File: config.mk
export PLATFORM = sky130hd
export DESIGN_NAME = comb_share_arbiter
export DESIGN_NICKNAME = d
export VERILOG_FILES = /design/src/rtl/comb_share_pkg.sv /design/src/rtl/comb_share_alu.sv /design/src/rtl/comb_share_arbiter.sv
export SDC_FILE = /design/constraint.sdc
export NUM_CORES = 1
export LEC_CHECK = 0
export BUFFER_PORTS_ARGS = -buffer_cell sky130_fd_sc_hd__buf_4
export CAP_MARGIN = 0
export CELL_PAD_IN_SITES_DETAIL_PLACEMENT = 1
export CELL_PAD_IN_SITES_GLOBAL_PLACEMENT = 2
export CORE_MARGIN = 2
export CORE_UTILIZATION = 23
export DETAILED_ROUTE_END_ITERATION = 8
export PLACE_DENSITY_LB_ADDON = 0.15
export SLEW_MARGIN = 15
export SYNTH_ARGS = -nofsm -noshare
export SYNTH_HDL_FRONTEND = slang
export SYNTH_HIERARCHICAL = 1
export SYNTH_SLANG_ARGS = --single-unit
File: constraint.sdc
create_clock -name clk -period 4 [get_ports clk]
set_input_delay 1.2 -clock clk [delete_from_list [all_inputs] [get_ports clk]]
set_output_delay 1.2 -clock clk [all_outputs]
set_load 0.1 [all_outputs]
File: src/rtl/comb_share_pkg.sv
// Shared types and constants for the comb_share_arbiter slice.
// The optional grant lock is enabled with the COMB_SHARE_LOCK_EN macro.
package comb_share_pkg;

   typedef enum logic [1:0] {
      PASS1  = 2'd0,
      MINSEL = 2'd1,
      LSBDEC = 2'd2,
      PASS2  = 2'd3
   } op_e;

   typedef enum logic {
      EMPTY = 1'b0,
      FULL  = 1'b1
   } state_e;

   localparam logic [2:0] LSBDEC_BASE = 3'd7;

endpackage

File: src/rtl/comb_share_alu.sv
// Combinational compare/select/decode unit shared by all requesters.
module comb_share_alu
   import comb_share_pkg::*;
#(
   parameter int unsigned size = 8
) (
   input  op_e             op,
   input  logic [size-1:0] src1,
   input  logic [size-1:0] src2,
   input  logic [size-1:0] src3,
   output logic [size-1:0] result
);

   logic [2:0] dec;

   // Decode base minus the packed operand LSBs; resized to the datapath width.
   assign dec = LSBDEC_BASE - {src1[0], src2[0], src3[0]};

   always_comb begin
      result = '0;
      unique case (op)
         PASS1:   result = src1;
         MINSEL:  result = (src1 < src2) ? src1 : src3;
         LSBDEC:  result = size'(dec);
         PASS2:   result = src2;
         default: result = '0;
      endcase
   end

endmodule

File: src/rtl/comb_share_arbiter.sv
// Round-robin arbiter sharing one comb_share_alu among NREQ requesters,
// with a single-entry tagged output register. Optional lock: COMB_SHARE_LOCK_EN.
module comb_share_arbiter
   import comb_share_pkg::*;
#(
   parameter  int unsigned size = 8,
   parameter  int unsigned NREQ = 4,
   localparam int unsigned IDW  = (NREQ > 1) ? $clog2(NREQ) : 1
) (
   input  logic                 clk,
   input  logic                 rst_n,
   input  logic [NREQ-1:0]      req_valid,
   output logic [NREQ-1:0]      req_ready,
   input  logic [2*NREQ-1:0]    req_op,
   input  logic [size*NREQ-1:0] req_src1,
   input  logic [size*NREQ-1:0] req_src2,
   input  logic [size*NREQ-1:0] req_src3,
   input  logic [NREQ-1:0]      req_lock,
   output logic                 rsp_valid,
   input  logic                 rsp_ready,
   output logic [IDW-1:0]       rsp_id,
   output logic [size-1:0]      rsp_data
);

   state_e          state_q;
   logic [IDW-1:0]  last_grant_q;
   logic            rsp_valid_q;
   logic [IDW-1:0]  rsp_id_q;
   logic [size-1:0] rsp_data_q;

   logic [1:0]      op_a   [NREQ];
   logic [size-1:0] src1_a [NREQ];
   logic [size-1:0] src2_a [NREQ];
   logic [size-1:0] src3_a [NREQ];

   logic [NREQ-1:0] lock_mask;
   logic [NREQ-1:0] elig;
   logic            win_found;
   logic [IDW-1:0]  win_idx;
   logic [IDW-1:0]  cand;
   logic            can_accept;
   logic            accept;
   logic [size-1:0] data_d;
   logic [IDW-1:0]  id_d;

   for (genvar k = 0; k < int'(NREQ); k++) begin : g_unpack
      assign op_a[k]   = req_op[2*k +: 2];
      assign src1_a[k] = req_src1[size*k +: size];
      assign src2_a[k] = req_src2[size*k +: size];
      assign src3_a[k] = req_src3[size*k +: size];
   end

`ifdef COMB_SHARE_LOCK_EN
   logic           lock_q;
   logic [IDW-1:0] lock_id_q;

   // While locked only the owner is eligible, even when it is idle.
   always_comb begin
      lock_mask = '1;
      if (lock_q) begin
         lock_mask            = '0;
         lock_mask[lock_id_q] = 1'b1;
      end
   end

   always_ff @(posedge clk) begin
      if (!rst_n) begin
         lock_q    <= 1'b0;
         lock_id_q <= '0;
      end else if (accept) begin
         lock_q    <= req_lock[win_idx];
         lock_id_q <= win_idx;
      end
   end
`else
   logic unused_lock;
   assign unused_lock = ^req_lock;
   assign lock_mask   = '1;
`endif

   assign elig = req_valid & lock_mask;

   // Round-robin search starting one past the last accepted requester.
   always_comb begin
      win_found = 1'b0;
      win_idx   = '0;
      cand      = '0;
      for (int unsigned i = 1; i <= NREQ; i++) begin
         cand = IDW'((32'(last_grant_q) + i) % NREQ);
         if (!win_found && elig[cand]) begin
            win_found = 1'b1;
            win_idx   = cand;
         end
      end
   end

   assign can_accept = (state_q == EMPTY) || rsp_ready;
   assign accept     = win_found && can_accept;
   assign id_d       = win_idx;

   always_comb begin
      req_ready = '0;
      if (accept) req_ready[win_idx] = 1'b1;
   end

   comb_share_alu #(.size(size)) u_alu (
      .op     (op_e'(op_a[win_idx])),
      .src1   (src1_a[win_idx]),
      .src2   (src2_a[win_idx]),
      .src3   (src3_a[win_idx]),
      .result (data_d)
   );

   // Output-stage FSM; a held result stays put until drained or replaced.
   always_ff @(posedge clk) begin
      if (!rst_n) begin
         state_q      <= EMPTY;
         last_grant_q <= IDW'(NREQ - 1);
         rsp_valid_q  <= 1'b0;
         rsp_id_q     <= '0;
         rsp_data_q   <= '0;
      end else begin
         if (accept) begin
            last_grant_q <= win_idx;
            rsp_id_q     <= id_d;
            rsp_data_q   <= data_d;
         end
         unique case (state_q)
            EMPTY: begin
               if (accept) begin
                  state_q     <= FULL;
                  rsp_valid_q <= 1'b1;
               end
            end
            FULL: begin
               if (!accept && rsp_ready) begin
                  state_q     <= EMPTY;
                  rsp_valid_q <= 1'b0;
               end
            end
            default: begin
               state_q     <= EMPTY;
               rsp_valid_q <= 1'b0;
            end
         endcase
      end
   end

   assign rsp_valid = rsp_valid_q;
   assign rsp_id    = rsp_id_q;
   assign rsp_data  = rsp_data_q;

endmodule
==> key figures, run 1 <==
Status
  – Outcome: complete, no violations

Placement
  – Worst slack, placed: -0.195 ns
  – HPWL after DPL: 5.86 mm
  – Routability congestion estimate: 0.743
  – Cell area after placement: 3250 um2
  – Placed Cells incl. Taps: 478
  – Port buffer count: 125

Critical path
  – CP Max Fanout: 10
  – R2R depth: 14
  – CP Class: in2out
  – Worst reg2reg setup slack: 0.76 ns
  – Crit end category: output port
  – Slowest cell on the critical path: buf_4
  – CP Data Required Time: 2.80 ns
  – CP arrival: 2.67 ns
  – Setup crit start kind: input pin
  – CP max stage delay: 0.29 ns
  – Crit path cell chain: buf_4 -> a21o_1 -> a31oi_4 -> buf_12 -> buf_6 -> nand2_1 -> nor2_2 -> buf_4
  – Worst r2r src: last_grant_q[1]
  – Crit path top cell by count: buf_4
  – RR Endpoint: rsp_data[7]

Synth
  – Yosys top cell by area: mux2i_1
  – Seq cells post-synth: 14
  – Post-synthesis sequential area ratio: 13.6%
  – Top cell type's share of synthesized area: 39.9%
  – Cell area after synthesis: 2060 um2
  – Ranking of synthesized cells by area: mux2i_1 (40%), dfxtp_1 (14%), nand2_1 (4.9%)
  – Synth Instances: 230
  – Warnings from Yosys: 6
  – Syn_nets: 352
  – Syn avg cell area: 8.94 um2
  – Yosys cell types: 42

Global route
  – Initial antenna violation count: 0
  – Grt total ovfl: 0
  – First-pass GRT wire length: 11.2 mm
  – GRT Util Overall: 13.7%
  – Pin count of the biggest net entering global routing: 31
  – Vias in the first global route: 2,396

Route
  – Vias per cell: 4.62
  – DRC Markers: 0
  – Final antenna-violating net count: 0
  – DRT iter0 DRCs: 27
  – Via count: 2,320
  – Final wirelength: 7.25 mm
  – Router iterations before antenna repair: 3
  – Wire per inst: 14.4 um

STA
  – Peak Freq: 259 MHz
  – Final min period: 3.87 ns
  – Final setup margin: 0.132 ns
  – Worst-Margin Slew: 0.475 ns
  – Final setup viols: 0
  – Final hold viol count: 0
  – Part of the cycle the worst path needs: 96.7%
  – Worst rel slew slack: 68.1%
  – Worst hold slack: 0.459 ns
  – Layout Skew: 0.00232 ns
  – Pins Over Slew Limit: 0

CTS
  – CTS HTree Levels: 1
  – Clock-pin slew on the worst setup and hold paths: 0.06 ns
  – Clock root buffer: clkbuf_8
  – Clk sinks: 14
  – Longest Clk Path Bufs: 2
  – CTS tree: built
  – Number of buffers created by CTS: 3
  – Hold buffers post-CTS: 0
  – Worst-skew pair later-pin latency: 0.24 ns

Die
  – Die height: 98.5 um
  – Chip width: 98.5 um
  – IO Pins: 130
  – Core ar.: 8680 um2
  – Cell Rows: 34
  – Die footprint: 9710 um2
  – Initial Util: 23.7%

Flow run
  – # Max-Cap Violations: 0

Cells and area
  – Commonest non-fill, non-tap cell in the layout: buf_4
  – Final instance area: 3510 um2
  – Antenna cells: 0
  – Fin cells: 502
  – Util after Layout: 40.5%
  – Nets: 518
  – Layout area overhead: 70.8%
  – Share of cells above drive strength 1: 50.5%
  – Fill cells: 1,057
  – Commonest non-fill, non-tap cells in the layout: buf_4 (171), mux2i_1 (77), nand2_1 (27)

Min path
  – WHS Endpoint: rsp_data[4]
  – HP Class: reg2reg
  – Hold depth: 2
  – Hold path start: rsp_data[4]

Power
  – Worst VDD drop: 0.000109 V
  – Leakage: 0.00180 uW
  – PwrDens: 349 nW/um2
-- synth_stat cells (all sizes together) --
| master | n |
|---|---|
| o32ai | 1 |
| a221o | 5 |
| nor3b | 3 |
| clkbuf | 5 |
| a21o | 1 |
| mux2i | 82 |
| a21bo | 1 |
| nor2 | 9 |
| nor4b | 1 |
| a211o | 1 |
| nand2 | 27 |
| o211a | 1 |
| buf | 11 |
| a22o | 1 |
| nor4 | 1 |
| o21ai | 7 |
| ha | 7 |
| nand2b | 5 |
| nor2b | 2 |
| a2111oi | 1 |
| a21boi | 10 |
| and3 | 1 |
| nand3 | 5 |
| nand3b | 2 |
| inv | 10 |
| dfxtp | 14 |
| a31oi | 1 |
| nor3 | 1 |
| o21a | 1 |
| a21oi | 9 |
| o22ai | 4 |
-- timing repair --
action,4_1_cts,5_1_grt
endpoints found under the setup margin,0,5
setup buffers,0,20
gates resized for setup,0,10
-- per-stage QoR --
| stage | setup TNS, ns | power, uW |
|---|---|---|
| after floorplan | -0.248 | 777 |
| after global placement | -0.911 | 1040 |
| after detailed placement | -0.937 | 1050 |
| after CTS | 0 | 1170 |
| after global routing | -0.0296 | 1320 |
| final | 0 | 1230 |
-- worst max-delay path, delay by kind of cell --
family	cells	cell delay, ns
simple gates	2	0.22
buf+inv	4	0.76
compound gates	2	0.48
-- worst max path at each step --
stage               slack (ns)          from           end  depth (start not counted)
floorplan                -0.25  req_valid[3]  req_ready[1]                          5
global placement         -0.20  req_valid[3]   rsp_data[7]                         14
detailed placement       -0.19  req_valid[3]   rsp_data[7]                         14
CTS                       0.04  req_valid[0]   rsp_data[7]                         14
global route             -0.01  req_valid[0]   rsp_data[7]                         15
finish                    0.13  req_valid[0]  req_ready[3]                          8
-- routing by layer --
metal	track usage, %	vias up	part of all wire [%]
met5	0	-	0
met4	1.58	0	0.29
met3	2.06	2	4.1
met2	26.9	60	55
met1	16.1	1086	40
li1	-	1172	-
-- registers in the layout, indices dropped and copies added (netlist names) --
signal / count
rsp_valid: 1
last_grant_q: 2
rsp_id: 2
state_q: 1
rsp_data: 8
-- final cells by class --
class / count / area (um2) / area share, %
Multi-Input combinational cell: 190 / 1630 / 46.3
Sequential cell: 14 / 280 / 7.98
Tap cell: 108 / 135 / 3.85
Clock buffer: 3 / 41.3 / 1.18
Timing Repair Buffer: 177 / 1390 / 39.6
Inverter: 10 / 37.5 / 1.07
-- cells by family after synthesis --
family	after synthesis	synth area share, %
compound gates	44	17.5
mux	82	39.9
buf+inv	26	10.2
flops	14	13.6
fa+ha+maj	7	4.26
simple gates	57	14.5
-- power breakdown --
part / switching [uW] / internal (uW)
registers: 14.4 / 162
clock network: 49.1 / 66.6
logic: 503 / 431
total: 567 / 659
Power figures use the tool's default switching activity.
==> run 2: changes to the inputs <==
--- a/config.mk
+++ b/config.mk
@@ -9,8 +9,10 @@
 export CAP_MARGIN = 0
 export CELL_PAD_IN_SITES_DETAIL_PLACEMENT = 1
 export CELL_PAD_IN_SITES_GLOBAL_PLACEMENT = 2
+export CORE_ASPECT_RATIO = 1.2
 export CORE_MARGIN = 2
-export CORE_UTILIZATION = 23
+export CORE_UTILIZATION = 24
+export CTS_BUF_LIST = sky130_fd_sc_hd__clkbuf_4 sky130_fd_sc_hd__clkbuf_8
 export DETAILED_ROUTE_END_ITERATION = 8
 export PLACE_DENSITY_LB_ADDON = 0.15
 export SLEW_MARGIN = 15
==> constraint.sdc (replaced) <==
create_clock -name clk -period 3.7 [get_ports clk]
set_input_delay 1.11 -clock clk [delete_from_list [all_inputs] [get_ports clk]]
set_output_delay 1.11 -clock clk [all_outputs]
set_load 0.1 [all_outputs]
==> key figures, run 2 (same netlist as run 1, synthesis figures left out) <==
Status
  – Outcome: complete, but fails checks
  – Failing checks: negative setup slack

STA
  – Peak Freq: 268 MHz
  – Final hold viol count: 0 (unchanged)
  – Final TNS setup: -0.0517 ns (-0.0517 ns)
  – Layout Skew: 0.00626 ns (+0.00394 ns)
  – Final setup viols: 2 (+2)
  – RSZ-0062 raised after global routing: yes
  – Pins Over Slew Limit: 0 (unchanged)
  – Worst rel slew slack: 71.7% (+3.6 points)
  – Worst-Margin Slew: 0.418 ns (-0.0565 ns)
  – Worst hold slack: 0.456 ns (-0.00250 ns)
  – Final min period: 3.73 ns
  – Part of the cycle the worst path needs: 101%
  – Final setup margin: -0.0277 ns (-0.160 ns)

Global route
  – Initial antenna violation count: 0 (unchanged)
  – Grt total ovfl: 0 (unchanged)
  – GRT Util Overall: 16.3% (+2.6 points)
  – First-pass GRT wire length: 12.0 mm (+7.5%)
  – Vias in the first global route: 2,523 (+5.3%)
  – Pin count of the biggest net entering global routing: 16 (-48%)

Power
  – Worst VDD drop: 0.000129 V (+18%)
  – Total power: 1490 uW (+22%)
  – Leakage: 0.00194 uW (+8.1%)
  – PwrDens: 383 nW/um2 (+9.7%)

CTS
  – Clock root buffer: clkbuf_8
  – Number of buffers created by CTS: 3 (unchanged)
  – CTS HTree Levels: 1 (unchanged)
  – CTS tree: built
  – Clock-pin slew on the worst setup and hold paths: 0.06 ns (about the same)
  – Worst-skew pair later-pin latency: 0.25 ns (about the same)
  – Clk sinks: 14 (unchanged)
  – Longest Clk Path Bufs: 2 (unchanged)

Flow run
  – # Max-Cap Violations: 0 (unchanged)

Die
  – Cell Rows: 37 (+8.8%)
  – Die height: 105 um (+6.9%)
  – Chip width: 88.5 um (-10%)
  – Initial Util: 24.3% (+0.58 points)
  – Core ar.: 8470 um2 (-2.4%)
  – Die footprint: 9320 um2 (-4.0%)
  – IO Pins: 130 (unchanged)

Cells and area
  – Layout area overhead: 89.3%
  – Share of cells above drive strength 1: 55.6% (+5.1 points)
  – Commonest non-fill, non-tap cells in the layout: buf_4 (180), mux2i_1 (73), nand2_1 (27)
  – Commonest non-fill, non-tap cell in the layout: buf_4
  – Largest register FFs: 8 (unchanged)
  – Fin cells: 534 (+6.4%)
  – Fill cells: 1,037 (-1.9%)
  – Antenna cells: 0 (unchanged)
  – Util after Layout: 45.9% (+5.5 points)
  – Nets: 540 (+4.2%)

Critical path
  – Slowest cell on the critical path: a221o_1
  – Worst r2r src: last_grant_q[1]
  – CP startpoint: req_valid[0]
  – CP Class: in2reg
  – CP delay by family, top: compound AO/OA/AOI/OAI gates
  – Buffers & Inverters on Critical Path: 5 (+1)
  – CP Data Required Time: 3.84 ns (+1.04 ns)
  – CP max stage delay: 0.37 ns (+0.08 ns)
  – CP Max Fanout: 5 (-5)
  – CP arrival: 3.87 ns (+1.20 ns)
  – Crit end category: flip-flop
  – Crit path cell chain: buf_8 -> a21o_1 -> a31oi_4 -> buf_12 -> buf_12 -> buf_6 -> mux2i_1 -> mux2i_1 -> inv_1 -> ha_1 -> o21ai_1 -> a211o_1 -> o21ai_4 -> a21oi_4 -> a221o_1 -> nand2_1 -> a21boi_1
  – Setup crit start kind: input pin

Route
  – Final wirelength: 7.58 mm (+4.5%)
  – Via count: 2,427 (+4.6%)
  – DRC Markers: 0 (unchanged)
  – Router iterations before antenna repair: 4 (+1)
  – Wire per inst: 14.2 um (-1.7%)
  – Final antenna-violating net count: 0 (unchanged)
  – DRT iter0 DRCs: 36 (+33%)
  – Vias per cell: 4.54 (-1.7%)

Placement
  – Routability congestion estimate: 0.809 (+9.0%)
  – Port buffer count: 125 (unchanged)
  – HPWL after DPL: 6.00 mm (+2.5%)
  – Placed Cells incl. Taps: 507 (+6.1%)

Min path
  – Hold path start: rsp_data[4]
  – HP Class: reg2reg
## run 2: cell types whose count changed in the layout (fill, tap and decap cells not counted), moves of 2 or more
cell     delta
mux2i_4     +2
mux2i_1     -4
buf_12      +4
buf_6       +7
ha_4        +2
a21oi_2     +2
buf_8       +2
mux2i_2     +2
buf_4       +9
ha_1        -2
a21oi_1     -3
## run 2: worst paths after layout
check,to,slack (ns),cells past startpoint
worst max-delay path,rsp_data[6],-0.03,17
worst min-delay path,rsp_data[4],0.46,2
worst max register to register,rsp_data[6],0.39,14
worst min register to register,rsp_data[4],0.46,2
## run 2: what timing repair did
action	CTS	global route
hold buffers	0	0
setup endpoints to repair	12	12
buffers inserted	11	12
cloned	2	0
resized for setup	32	13
pin swaps	15	12
## run 2: cell type report
cell class              count  area (um2)  share of cell area (%)
repair buffers            199        1650                    42.4
flip-flops and latches     14         280                    7.20
well taps                 117         146                    3.76
multi-input cells         190        1720                    44.3
inverters                  10        37.5                   0.964
clock buffers               4        55.1                    1.41
## run 2: stage by stage
| step | worst slack (ns) | instance area [um2] |
|---|---|---|
| global placement | -0.415 | 3410 |
| CTS | -0.0856 | 3770 |
| finish | -0.0277 | 3890 |
| floorplan | 0.00943 | 2090 |
| global route | -0.179 | 3890 |
| detailed placement | -0.458 | 3410 |
## run 2: layer usage
layer,global-route usage [%],vias to the layer above,share of wire (%)
li1,-,1219,-
met1,18.1,1136,38
met2,32.3,63,57
met3,1.10,9,3.3
met4,3.90,0,1.6
met5,0,-,0
## run 2: power by group
| part | total, uW | switching (uW) | internal [uW] | leakage (uW) |
|---|---|---|---|---|
| Clock | 150 | 55.5 | 94.3 | 0.0000288 |
| Sequential | 192 | 16.5 | 175 | 0.000116 |
| Combinational | 1150 | 590 | 560 | 0.00180 |
## run 2: tightest hold or removal path, delay by kind of cell (launching register included)
kind	cells	cell delay [ns]
compound gates	1	0.05
simple gates	1	0.05
flops	1	0.31
==> run 3: changes to the inputs <==
--- a/config.mk
+++ b/config.mk
@@ -15,6 +15,7 @@
 export CTS_BUF_LIST = sky130_fd_sc_hd__clkbuf_4 sky130_fd_sc_hd__clkbuf_8
 export DETAILED_ROUTE_END_ITERATION = 8
 export PLACE_DENSITY_LB_ADDON = 0.15
+export SETUP_SLACK_MARGIN = 0.15
 export SLEW_MARGIN = 15
 export SYNTH_ARGS = -nofsm -noshare
 export SYNTH_HDL_FRONTEND = slang
==> key figures, run 3 (same netlist as run 1, synthesis figures left out) <==
STA
  – Worst-Margin Slew: 0.403 ns (-0.0150 ns)
  – Peak Freq: 269 MHz (+0.18%)
  – Worst hold slack: 0.454 ns (-0.00222 ns)
  – Worst rel slew slack: 72.7% (+1.0 points)
  – Final setup margin: -0.0210 ns (+0.00679 ns)
  – Final min period: 3.72 ns (-0.00679 ns)
  – Pins Over Slew Limit: 0 (unchanged)
  – Final hold viol count: 0 (unchanged)
  – Part of the cycle the worst path needs: 101% (-0.18 points)
  – Final setup viols: 4 (+2)
  – RSZ-0062 raised after global routing: yes
  – Layout Skew: 0.00264 ns (-0.00362 ns)

Status
  – Failing checks: negative setup slack
  – Outcome: complete, but fails checks

Min path
  – HP Class: reg2reg
  – WHS Endpoint: rsp_data[0]
  – Hold depth: 2 (unchanged)
  – Hold path start: rsp_data[0]

Cells and area
  – Multi-input combinational cell area: 1990 um2 (+16%)
  – Share of cells above drive strength 1: 64.1% (+8.4 points)
  – Layout area overhead: 110%
  – Antenna cells: 0 (unchanged)
  – Fill cells: 994 (-4.1%)
  – Nets: 550 (+1.9%)
  – Commonest non-fill, non-tap cells in the layout: buf_4 (180), mux2i_1 (55), nand2_1 (26)
  – Largest register FFs: 8 (unchanged)
  – Register area: 280 um2 (unchanged)
  – Commonest non-fill, non-tap cell in the layout: buf_4

Flow run
  – # Max-Cap Violations: 0 (unchanged)

Die
  – Cell Rows: 37 (unchanged)
  – IO Pins: 130 (unchanged)
  – Die footprint: 9320 um2 (unchanged)
  – Chip width: 88.5 um (unchanged)
  – Die height: 105 um (unchanged)
  – Core ar.: 8470 um2 (unchanged)
  – Initial Util: 24.3% (unchanged)

Critical path
  – Buffers & Inverters on Critical Path: 6 (+1)
  – Setup crit start kind: input pin
  – CP delay by family, top: compound AO/OA/AOI/OAI gates
  – CP arrival: 3.85 ns (-0.02 ns)
  – Slowest cell on the critical path: a221o_1
  – R2R depth: 15 (+1)
  – CP max stage delay: 0.34 ns (-0.03 ns)
  – Crit end category: flip-flop
  – CP Class: in2reg
  – RR Endpoint: rsp_data[6]
  – Crit path top cell by count: mux2i_4
  – Worst r2r src: last_grant_q[1]
  – CP Data Required Time: 3.83 ns (about the same)
  – Crit path cell chain: buf_8 -> a21o_1 -> a31oi_4 -> buf_6 -> buf_12 -> buf_16 -> buf_4 -> mux2i_4 -> mux2i_4 -> inv_2 -> ha_4 -> o21ai_2 -> a211o_1 -> o21ai_4 -> a21oi_4 -> a221o_1 -> nand2_1 -> a21boi_1
  – Worst reg2reg setup slack: 0.38 ns (about the same)
  – CP Max Fanout: 6 (+1)

CTS
  – Hold buffers post-CTS: 0 (unchanged)
  – Longest Clk Path Bufs: 2 (unchanged)
  – CTS tree: built
  – Clock root buffer: clkbuf_8
  – Number of buffers created by CTS: 3 (unchanged)
  – Clk sinks: 14 (unchanged)
  – Clock-pin slew on the worst setup and hold paths: 0.06 ns (about the same)
  – Worst-skew pair later-pin latency: 0.24 ns (about the same)
  – CTS HTree Levels: 1 (unchanged)

Global route
  – Pin count of the biggest net entering global routing: 15 (-1)
  – Grt total ovfl: 0 (unchanged)
  – Vias in the first global route: 2,709 (+7.4%)
  – GRT Util Overall: 17.5% (+1.1 points)
  – First-pass GRT wire length: 12.7 mm (+6.3%)
  – Initial antenna violation count: 0 (unchanged)

Placement
  – Routability congestion estimate: 0.749 (-7.5%)
  – HPWL after DPL: 6.13 mm (+2.2%)
  – Worst slack, placed: -0.509 ns (-0.0519 ns)
  – Port buffer count: 125 (unchanged)

Route
  – DRC Markers: 0 (unchanged)
  – DRT iter0 DRCs: 51 (+42%)
  – Final wirelength: 8.21 mm (+8.2%)
  – Router iterations before antenna repair: 4 (unchanged)
  – Via count: 2,486 (+2.4%)
  – Vias per cell: 4.58 (+0.73%)
  – Final antenna-violating net count: 0 (unchanged)
  – Wire per inst: 15.1 um (+6.4%)

Power
  – PwrDens: 383 nW/um2 (about the same)
  – Worst VDD drop: 0.000134 V (+4.4%)
  – Leakage: 0.00202 uW (+3.8%)
  – Total power: 1650 uW (+11%)
[run 3: changes by cell type in the layout (fill, tap and decap cells not counted), moves of 3 or more]
cell,before,now
mux2i_1,73,55
inv_1,10,5
mux2i_4,3,15
buf_12,7,10
inv_2,0,5
ha_1,5,1
buf_8,2,9
mux2i_2,6,12
ha_4,2,6
[run 3: how the worst max path moves through the flow]
stage / depth (start not counted) / slack [ns] / end / from
floorplan: 5 / 0.01 / req_ready[0] / req_valid[3]
global placement: 13 / -0.47 / rsp_data[3] / req_valid[3]
detailed placement: 13 / -0.51 / rsp_data[3] / req_valid[3]
CTS: 16 / -0.005 / rsp_data[1] / req_valid[0]
global route: 16 / -0.17 / rsp_data[1] / req_valid[0]
finish: 18 / -0.02 / rsp_data[6] / req_valid[0]
[run 3: area by class of cell]
type / count / area share, %
clock buffers: 3 / 0.957
inverters: 10 / 0.870
multi-input cells: 190 / 46.2
flip-flops and latches: 14 / 6.50
well taps: 117 / 3.39
repair buffers: 209 / 42.1
[run 3: worst register-to-register path, stage by stage, from the launching register on]
cell and delay, ns:
dfxtp_1 0.50, mux2i_1 0.26, nor2_2 0.07, nor3b_4 0.31
buf_12 0.15, buf_12 0.13, mux2i_4 0.25, inv_2 0.09
ha_4 0.27, nand2_1 0.04, a211o_1 0.30, o21ai_4 0.24
a21oi_4 0.12, a221o_1 0.34, nand2_1 0.08, a21boi_1 0.06
[run 3: report_power, final]
part           internal [uW]  total (uW)  switching [uW]
Sequential               175         193            17.4
Clock                   71.8         121            49.3
Combinational            677        1340             661
Total                    924        1650             728
[run 3: what timing repair did]
item                       4_1_cts  5_1_grt
setup endpoints to repair       12       12
pin swaps                       13       16
cloned                           1        0
gates resized for setup         86       28
buffers inserted                30        8
[run 3: layer usage]
metal  part of all wire, %  GRT usage, %  vias to the layer above
met5                     0             0                        -
met1                    35          18.5                     1175
met3                   2.9          1.17                       12
met2                    60          35.7                       63
li1                      -             -                     1236
met4                   1.8          4.11                        0
[run 3: through the flow]
| stage | area, um2 | TNS, ns | util, % | std cells |
|---|---|---|---|---|
| 2_1_floorplan | 2100 | 0 | - | 230 |
| 4_1_cts | 4110 | -0.0136 | 48.5 | 535 |
| 6_report | 4310 | -0.0577 | 50.9 | 543 |
| 3_5_place_dp | 3370 | -3.75 | 39.8 | 501 |
| 3_3_place_gp | 3370 | -3.50 | 39.8 | 501 |
| 5_1_grt | 4310 | -1.06 | 50.9 | 543 |
